<file path="src/rtl/pid_io_pkg.sv">
// Shared constants and helpers for the plant-side PID responder.
// Holds default widths, the quadrature step encoding and the error saturation bound.
package pid_io_pkg;

    localparam int AW_DEF = 1;
    localparam int EW_DEF = 24;
    localparam int OW_DEF = 12;

    typedef enum logic [1:0] {
        STEP_NONE    = 2'd0,
        STEP_INC     = 2'd1,
        STEP_DEC     = 2'd2,
        STEP_ILLEGAL = 2'd3
    } quad_step_e;

    // Largest error magnitude; symmetric so the most-negative code never appears.
    function automatic longint err_bound(input int w);
        return (longint'(1) <<< (w - 1)) - 64'sd1;
    endfunction

    // Gray order 00 -> 01 -> 11 -> 10 -> 00 counts up; both bits moving is illegal.
    function automatic quad_step_e quad_step(input logic [1:0] prev, input logic [1:0] cur);
        logic [1:0] fwd;
        case (prev)
            2'b00:   fwd = 2'b01;
            2'b01:   fwd = 2'b11;
            2'b11:   fwd = 2'b10;
            default: fwd = 2'b00;
        endcase
        if (cur == prev) return STEP_NONE;
        if ((cur ^ prev) == 2'b11) return STEP_ILLEGAL;
        if (cur == fwd) return STEP_INC;
        return STEP_DEC;
    endfunction

endpackage

</file>
<file path="src/rtl/pid_plant_io_if.sv">
// PID controller <-> plant bus: channel address, power strobe and returned error.
interface pid_plant_io_if #(
    parameter int aw = 1,
    parameter int ew = 24,
    parameter int ow = 12
);
    logic [aw-1:0]        a;
    logic                 ce;
    logic signed [ow-1:0] m_k;
    logic signed [ew-1:0] error;

    modport master (output a, output ce, output m_k, input error);
    modport slave  (input a, input ce, input m_k, output error);
endinterface

</file>
<file path="src/rtl/pid_plant_io_quad_decoder.sv">
// Per-channel quadrature front end: 2-FF synchronizer, optional stability
// filter (PID_ENC_FILTER_EN) and Gray step decoder producing inc/dec/illegal pulses.
module quad_decoder
    import pid_io_pkg::*;
(
    input  logic clk_pid,
    input  logic reset,
    input  logic enc_a,
    input  logic enc_b,
    output logic inc,
    output logic dec,
    output logic illegal
);

`ifdef PID_ENC_FILTER_EN
    localparam int fill_len = 4;
`else
    localparam int fill_len = 2;
`endif

    logic [1:0]          sync1, sync2, cur, prev;
    logic [fill_len-1:0] fill;
    logic                valid;
    quad_step_e          step;

    // fill marks when cur carries real pin samples rather than reset zeros.
    always_ff @(posedge clk_pid) begin
        if (reset) begin
            sync1 <= 2'b00;
            sync2 <= 2'b00;
            fill  <= '0;
        end else begin
            sync1 <= {enc_a, enc_b};
            sync2 <= sync1;
            fill  <= {fill[fill_len-2:0], 1'b1};
        end
    end

`ifdef PID_ENC_FILTER_EN
    logic [1:0] hist1, hist2, held, stable;

    always_comb begin
        stable = ~(sync2 ^ hist1) & ~(hist1 ^ hist2);
        cur    = (stable & sync2) | (~stable & held);
    end

    always_ff @(posedge clk_pid) begin
        if (reset) begin
            hist1 <= 2'b00;
            hist2 <= 2'b00;
            held  <= 2'b00;
        end else begin
            hist1 <= sync2;
            hist2 <= hist1;
            held  <= cur;
        end
    end
`else
    assign cur = sync2;
`endif

    // The first real sample only seeds prev; counting starts on the next one.
    always_ff @(posedge clk_pid) begin
        if (reset) begin
            prev  <= 2'b00;
            valid <= 1'b0;
        end else if (valid) begin
            prev <= cur;
        end else if (fill[fill_len-1]) begin
            prev  <= cur;
            valid <= 1'b1;
        end
    end

    always_comb begin
        step    = quad_step(prev, cur);
        inc     = valid && (step == STEP_INC);
        dec     = valid && (step == STEP_DEC);
        illegal = valid && (step == STEP_ILLEGAL);
    end

endmodule

</file>
<file path="src/rtl/pid_plant_io.sv">
// Plant-side responder: encoder positions, setpoints, saturated error for the
// addressed channel, power latch and sign/magnitude PWM. Filter option: PID_ENC_FILTER_EN.
module pid_plant_io
    import pid_io_pkg::*;
#(
    parameter int aw = AW_DEF,
    parameter int an = 1 << aw,
    parameter int ew = EW_DEF,
    parameter int ow = OW_DEF
) (
    input  logic                 clk_pid,
    input  logic                 reset,
    pid_plant_io_if.slave        pid,
    input  logic [an-1:0]        enc_a,
    input  logic [an-1:0]        enc_b,
    input  logic                 sp_we,
    input  logic [aw-1:0]        sp_addr,
    input  logic signed [ew-1:0] sp_data,
    output logic signed [ew-1:0] pos_data,
    input  logic                 err_clr,
    output logic [an-1:0]        enc_err,
    output logic [an-1:0]        pwm_out,
    output logic [an-1:0]        dir_out
);

    localparam logic signed [ew:0]   err_hi  = (ew+1)'(err_bound(ew));
    localparam logic signed [ew:0]   err_lo  = -err_hi;
    localparam logic signed [ew-1:0] pos_one = {{(ew-1){1'b0}}, 1'b1};
    localparam logic signed [ow-1:0] pow_min = {1'b1, {(ow-1){1'b0}}};
    localparam logic [ow-2:0]        cnt_one = {{(ow-2){1'b0}}, 1'b1};

    logic [an-1:0]        inc, dec, illegal;
    logic signed [ew-1:0] position [an];
    logic signed [ew-1:0] setpoint [an];
    logic signed [ow-1:0] power    [an];
    logic [ow-2:0]        mag      [an];
    logic [ow-2:0]        cnt;
    logic signed [ew:0]   diff;
    logic signed [ew-1:0] err_next;

    genvar gi;
    generate
        for (gi = 0; gi < an; gi++) begin : g_dec
            quad_decoder u_dec (
                .clk_pid (clk_pid),
                .reset   (reset),
                .enc_a   (enc_a[gi]),
                .enc_b   (enc_b[gi]),
                .inc     (inc[gi]),
                .dec     (dec[gi]),
                .illegal (illegal[gi])
            );
        end
    endgenerate

    // Illegal transitions take priority over err_clr so no event is lost.
    always_ff @(posedge clk_pid) begin
        if (reset) begin
            for (int i = 0; i < an; i++) begin
                position[i] <= '0;
                enc_err[i]  <= 1'b0;
            end
        end else begin
            for (int i = 0; i < an; i++) begin
                if (inc[i])      position[i] <= position[i] + pos_one;
                else if (dec[i]) position[i] <= position[i] - pos_one;
                if (illegal[i])   enc_err[i] <= 1'b1;
                else if (err_clr) enc_err[i] <= 1'b0;
            end
        end
    end

    always_comb begin
        diff = {setpoint[pid.a][ew-1], setpoint[pid.a]} - {position[pid.a][ew-1], position[pid.a]};
        if (diff > err_hi)      err_next = err_hi[ew-1:0];
        else if (diff < err_lo) err_next = err_lo[ew-1:0];
        else                    err_next = diff[ew-1:0];
    end

    // The most-negative power has no positive twin, so it clamps to full scale.
    always_comb begin
        for (int i = 0; i < an; i++) begin
            if (power[i] == pow_min)  mag[i] = '1;
            else if (power[i][ow-1])  mag[i] = (ow-1)'(-power[i]);
            else                      mag[i] = (ow-1)'(power[i]);
        end
    end

    always_ff @(posedge clk_pid) begin
        if (reset) begin
            for (int i = 0; i < an; i++) begin
                setpoint[i] <= '0;
                power[i]    <= '0;
                pwm_out[i]  <= 1'b0;
                dir_out[i]  <= 1'b0;
            end
            cnt       <= '0;
            pid.error <= '0;
            pos_data  <= '0;
        end else begin
            if (sp_we)  setpoint[sp_addr] <= sp_data;
            if (pid.ce) power[pid.a]      <= pid.m_k;
            cnt       <= cnt + cnt_one;
            pid.error <= err_next;
            pos_data  <= position[sp_addr];
            for (int i = 0; i < an; i++) begin
                pwm_out[i] <= (mag[i] > cnt);
                dir_out[i] <= power[i][ow-1];
            end
        end
    end

endmodule
</file>
<file path="src/flat_wrapper.sv">
// flat-port wrapper written by rule: the top's interface ports become plain ports
module pid_plant_io_flat import pid_io_pkg::*;
#(
    parameter int aw = AW_DEF,
    parameter int an = 1 << aw,
    parameter int ew = EW_DEF,
    parameter int ow = OW_DEF
)
  (clk_pid, reset, enc_a, enc_b, sp_we, sp_addr, sp_data, pos_data, err_clr, enc_err, pwm_out, dir_out, pid_a, pid_ce, pid_m_k, pid_error);
  pid_plant_io_if #(.aw(aw), .ew(ew), .ow(ow)) pid_i ();
  input  logic clk_pid;
  input  logic reset;
  input  logic [an-1:0] enc_a;
  input  logic [an-1:0] enc_b;
  input  logic sp_we;
  input  logic [aw-1:0] sp_addr;
  input  logic signed [ew-1:0] sp_data;
  output logic signed [ew-1:0] pos_data;
  input  logic err_clr;
  output logic [an-1:0] enc_err;
  output logic [an-1:0] pwm_out;
  output logic [an-1:0] dir_out;
  input wire logic [$bits(pid_i.a)-1:0] pid_a;
  input wire logic [$bits(pid_i.ce)-1:0] pid_ce;
  input wire logic [$bits(pid_i.m_k)-1:0] pid_m_k;
  output wire logic [$bits(pid_i.error)-1:0] pid_error;
  assign pid_i.a = pid_a;
  assign pid_i.ce = pid_ce;
  assign pid_i.m_k = pid_m_k;
  assign pid_error = pid_i.error;
  pid_plant_io #(.aw(aw), .an(an), .ew(ew), .ow(ow)) u_core (.clk_pid(clk_pid), .reset(reset), .pid(pid_i), .enc_a(enc_a), .enc_b(enc_b), .sp_we(sp_we), .sp_addr(sp_addr), .sp_data(sp_data), .pos_data(pos_data), .err_clr(err_clr), .enc_err(enc_err), .pwm_out(pwm_out), .dir_out(dir_out));
endmodule
</file>
<file path="config.mk">
export PLATFORM = sky130hd
export DESIGN_NAME = pid_plant_io_flat
export DESIGN_NICKNAME = d
export VERILOG_FILES = /design/src/rtl/pid_io_pkg.sv /design/src/rtl/pid_plant_io_if.sv /design/src/rtl/pid_plant_io_quad_decoder.sv /design/src/rtl/pid_plant_io.sv /design/src/flat_wrapper.sv
export SDC_FILE = /design/constraint.sdc
export NUM_CORES = 1
export LEC_CHECK = 0
export ABC_AREA = 1
export ABC_CLOCK_PERIOD_IN_PS = 3500
export BUFFER_PORTS_ARGS = -buffer_cell sky130_fd_sc_hd__buf_2
export CORE_AREA = 2 2 193 176
export CTS_BUF_LIST = sky130_fd_sc_hd__clkbuf_8
export CTS_CLUSTER_DIAMETER = 50
export DETAILED_ROUTE_END_ITERATION = 16
export DIE_AREA = 0 0 195 178
export RECOVER_POWER = 100
export SETUP_SLACK_MARGIN = 0.02
export SLEW_MARGIN = 20
export SYNTH_ARGS = -nofsm -noshare
export SYNTH_HDL_FRONTEND = slang
export SYNTH_SLANG_ARGS = --single-unit
</file>
<file path="constraint.sdc">
create_clock -name clk_pid -period 3.5 [get_ports clk_pid]
set_input_delay 0.175 -clock clk_pid [delete_from_list [all_inputs] [get_ports clk_pid]]
set_output_delay 0.175 -clock clk_pid [all_outputs]
set_load 0.02 [all_outputs]
</file>
# After elaboration in Yosys (flattened, before gate mapping)
# Memories as Yosys holds them, arrays and structs flattened. A register that Yosys moved wholly into a read port is not among the register bits.
# Cells that the tools add are included.
[totals]
register_bits = 59
ramBits = 120
input_bits = 47
out_inout_bits = 54
memories = 3
[op_classes]
add_sub_neg = 8
order_cmp = 4
eq_ne = 18
muxes = 77
bitwise_logic = 6
reduce_logical = 15
[memory_table]
columns = ["name", "depth", "width", "rd", "rd_clocked_by_memory_dff", "write_ports", "line_no", "rtl"]
rows = [
  ["u_core.position", 2, 24, 4, 1, 2, "pid_plant_io.sv:33", "logic signed [ew-1:0] position [an];"],
  ["u_core.setpoint", 2, 24, 1, 0, 2, "pid_plant_io.sv:34", "logic signed [ew-1:0] setpoint [an];"],
  ["u_core.power", 2, 12, 2, 0, 2, "pid_plant_io.sv:35", "logic signed [ow-1:0] power [an];"],
]
[ops]
columns = ["operator", "count"]
rows = [
  ["$mux 24", 6],
  ["$add 24x2->24 const B", 2],
  ["$sub 24x2->24 const B", 2],
  ["$mux 1", 47],
  ["$mux 11", 4],
  ["$mux 2", 16],
  ["$gt 25x24->1 const B", 1],
  ["$lt 25x24->1 const B", 1],
  ["$sub 24x24->25", 1],
  ["$eq 12x12->1 const B", 2],
  ["$reduce_or 24->1", 1],
  ["$mux 23", 1],
  ["$gt 11x11->1", 2],
  ["$neg 11->11", 2],
  ["$eq 2x2->1 const B", 8],
  ["$mux 12", 1],
  ["$pmux 2 s3", 2],
  ["$reduce_or 12->1", 1],
  ["$add 11x1->11 const B", 1],
  ["$eq 2x1->1 const B", 4],
  ["$eq 2x2->1", 4],
  ["$reduce_bool 2->1", 4],
  ["$logic_and 1x1->1", 6],
  ["$logic_not 2->1", 2],
  ["other kinds (3)", 7],
]

# Logic depth before layout (Yosys ltp)
[depth]
depth_word = 16
mapped_depth = 25

# Hierarchy
# A second synthesis with hierarchy kept.
[hier_totals]
cells_unflattened = 1715
area_unflattened_um2 = 12788.5
[modules_own_cells]
columns = ["module", "n_inst", "cells_per_inst", "area_each_um2"]
rows = [
  ["pid_plant_io", 1, 1605, 12060.3],
  ["quad_decoder", 2, 55, 364.1],
]

# Worst setup path before layout
# No wires, ideal clock.
[synth_path]
kind = "reg-to-reg"
startpoint = "register u_core.g_dec[0].u_dec.prev[0]"
endpoint = "memory u_core.position[0][17], data pin"
setup_time_ps = 255
arrival_ps = 2764
required_time_ps = 3245
setup_slack_ps = 481
stages_incl_launch_ff = 18
period_less_slack_ps = 3019
path_cell_list = "dfxtp_1 -> xor2_1 -> nand3_1 -> inv_1 -> ha_1 -> a21oi_1 -> nand2_1 -> a21boi_0 -> o21ai_0 -> inv_1 -> nor2_1 -> nor2_1 -> inv_1 -> nand2_1 -> nand2_1 -> a21oi_1 -> and2_1 -> nor2_1"
[synth_lines]
columns = ["item", "line_no", "rtl"]
rows = [
  ["from (decl)", "pid_plant_io_quad_decoder.sv:21", "logic [1:0] sync1, sync2, cur, prev;"],
  ["from (signal assigned)", "pid_plant_io_quad_decoder.sv:68", "prev <= cur;"],
  ["from (signal assigned)", "pid_plant_io_quad_decoder.sv:70", "prev <= cur;"],
  ["to (decl)", "pid_plant_io.sv:33", ""],
]

==> impl_metrics.yaml <==
synth:
  ys_async_sr_fraction_pct: 0
  ys_ff_latch: 201
  syn-instance-count: 1693
  synth-seq-area-share_pct: 41.6
  synth-edff-count: 120
  yosysWarnings: 0
  synth-main-ff-cell: "edfxtp_1"
  synth_nets: 1815
  synth_area_um2: 12600
  synth_cell_types: 51
  avgSynthCellArea_um2: 7.42
layout:
  diodes: 0
  final_area_um2: 14700
  multi_input_area_um2: 6220
  fillers: 3345
  areaGrowthSynthToFinish_pct: 17.3
  drive_gt1_share_pct: 8.76
  nets: 1991
  seqCellArea_um2: 5230
  finalNonFillerCells: 2318
route:
  postRouteAntennaNets: 0
  via_per_inst: 5.06
  drc: 0
  drt_pass1_iterations: 5
  wl_per_cell_um: 15.8
  drt_iter0_markers: 994
  drt_wl_total_mm: 36.5
  num_vias: 11700
floorplanning:
  die_y_um: 178
  die-area_um2: 34700
  die_x_um: 195
  ios: 101
  core_um2: 32600
  start_util_pct: 38.5
  rows: 63
sta:
  fmax_ghz: 0.309
  final_hold_viol_count: 0
  fin_crit_ns: 3.24
  setup-tns-final_ns: 0
  worst_pin_slew_ns: 1.52
  rsz0062_at_grt: "false"
  fin_crit_sh_pct: 92.6
  finClkSkew_ns: 0.0194
  slew_headroom_pct: -1.07
  final-setup-viol-count: 0
  slew_viol_final: 25
clock_tree:
  htreeDepth: 2
  root_buffer: "clkbuf_8"
  clockBufferDepth: 3
  cts_made_buffers: 38
  clk_pin_slew_ns: 0.06
  cts_tree: "built"
  clock-sinks: 201
  insertion_delay_ns: 0.55
global_route:
  groute.usage.overall_pct: 20.8
  grt_pass1_vias: 10900
  grt_pass1_wl_mm: 57.2
  antenna_found_initial: 0
  grt_max_degree: 51
  overflow: 0
run:
  maxCapViolCount: 1
power:
  p_leak_nw: 6.98
  ir_drop_mv: 0.238
  power_density_nw_per_um2: 465
place:
  dp.cells: 2207
  placed_cell_area_um2: 13700
  port_buffers: 100
  gp_congestion: 0.983
  dp_hpwl_mm: 27.6
critical_path:
  reg2reg_slack_ns: 0.26
  r2r_start: "u_core.position[1][8]"
  critPathMaxFanout: 16
  worstReg2RegEnd: "u_core.pid.error[12]"
  worst-setup-path-type: "reg2reg"
  cp-end-kind: "flop"
  cp.arrival_ns: 3.66
  crit_start: "u_core.position[1][8]"
  worstSetupStartpointType: "flop"
  r2r_cells: 19
  worst-endpoint-required_ns: 3.92
  crit_path_end: "u_core.pid.error[12]"
status:
  violations: "capacitance limit, slew limit"
  outcome: "finished with violations"
hold_path:
  min_path_type: "in2reg"
## Yosys cell counts, types with 3 or more instances
cell type,n,area [um2]
edfxtp_1,120,3600
nand2_2,8,50.1
clkbuf_1,41,154
a32o_1,5,50.1
nand3_1,93,465
xor2_1,23,201
or2_2,8,50.1
and2_1,3,18.8
nor2_2,6,37.5
nor3_1,28,140
o21bai_1,6,45.0
a21oi_2,3,26.3
nand2_1,401,1510
inv_1,240,901
nor4_1,8,50.1
xnor2_1,10,87.6
nand4_1,23,144
nand3_2,6,60.1
inv_2,4,15.0
ha_1,73,913
a21oi_1,113,566
o21ai_0,117,586
buf_6,3,33.8
nor2_1,222,833
a21o_1,4,30.0
o32ai_1,3,26.3
dfxtp_1,81,1620
nand3b_1,6,45.0
o22ai_1,3,18.8
o211ai_1,3,22.5
## logic make-up after synthesis
kind of cell / Yosys count / share of synthesized area (%)
XOR/XNOR: 34 / 2.43
buffers and inverters: 292 / 8.94
flip-flops: 201 / 41.6
multiplexers: 1 / 0.0797
AND/OR/NAND/NOR: 815 / 27.3
AO/OA/AOI/OAI: 275 / 12.0
adder cells (fa/ha/maj): 75 / 7.59
## stage by stage
step / utilization, % / power [mW] / hold WS (ns) / setup slack (ns)
after floorplan: - / 4.14 / 0.254 / 0.481
after global placement: 42.0 / 4.69 / 0.390 / 0.0905
after detailed placement: 42.0 / 4.71 / 0.381 / 0.0422
after CTS: 45.5 / 6.96 / 0.0898 / 0.0740
after global routing: 45.2 / 7.26 / 0.116 / 0.0106
final: 45.2 / 6.86 / 0.109 / 0.260
## critical path: stages (launching register included)
cell      delay, ns
edfxtp_1       0.50
inv_1          0.13
nand2_1        0.07
o21ai_0        0.17
ha_1           0.46
nand2_1        0.12
nor2_1         0.23
nand2_1        0.13
inv_1          0.07
nand2_1        0.07
nand3_1        0.09
nand2_1        0.13
nor2_1         0.13
nand3_1        0.08
nor2_1         0.12
nand3_1        0.08
nand2_1        0.08
nand2_2        0.18
nand2_2        0.21
nor2_1         0.07
## what timing repair did
action	CTS	global route
hold buffers	41	0
buffers inserted	0	3
resized for setup	1	4
endpoints found under the setup margin	1	8
cloned	0	0
hold endpoints to repair	78	0
## report_power, final
group / switching (mW) / internal (mW)
Combinational: 1.20 / 0.567
Sequential: 0.135 / 2.76
Clock: 1.01 / 1.18
Total: 2.35 / 4.51
## routing by layer
| metal | GRT usage [%] | vias up | part of all wire (%) | wire [um] |
|---|---|---|---|---|
| li1 | - | 5914 | - | - |
| met1 | 28.9 | 5383 | 48 | 17500 |
| met2 | 33.7 | 358 | 44 | 16200 |
| met3 | 3.10 | 64 | 5.3 | 1950 |
| met4 | 6.01 | 0 | 2.3 | 839 |
| met5 | 0 | - | 0 | 0 |
## registers in the layout, summed over array words and instances, names as in the netlist, 4 cells and up
signal,count
u_core.pos_data,24
u_core.g_dec.u_dec.sync1,4
u_core.setpoint,48
u_core.cnt,11
u_core.position,48
u_core.pid.error,24
u_core.power,24
u_core.g_dec.u_dec.prev,4
u_core.g_dec.u_dec.cur,4
## worst min path at each step
stage                                      to  slack, ns  cells after the start                          start
6_report                        u_core.cnt[0]       0.11                      3                          reset
5_1_grt                         u_core.cnt[9]       0.12                      3                          reset
4_1_cts                         u_core.cnt[9]       0.09                      3                          reset
3_5_place_dp   u_core.g_dec[0].u_dec.sync1[0]       0.38                      3                       enc_b[0]
3_3_place_gp    u_core.g_dec[0].u_dec.fill[1]       0.39                      2  u_core.g_dec[1].u_dec.fill[0]
2_1_floorplan                   u_core.cnt[6]       0.25                      1                          reset
## cell type report
class | instances | area share [%]
inverters | 244 | 6.24
well taps | 422 | 3.58
flip-flops and latches | 201 | 35.4
clock buffers | 42 | 3.92
multi-input cells | 1200 | 42.2
clock inverters | 25 | 0.968
repair buffers | 184 | 7.66
## cell usage in the layout (no fill, tap or decap), drive strengths merged, types with 28 or more instances in the layout
cell         netlist  layout
nand2            410     410
inv              244     257
nor2             229     229
edfxtp           120     120
o21ai            118     118
a21oi            116     116
clkbuf            41     110
nand3             99      99
dfxtp             81      81
buf                7      75
ha                73      73
dlygate4sd3        0      41
nor3              28      28
Note: power is estimated with default switching activity, not from simulation.
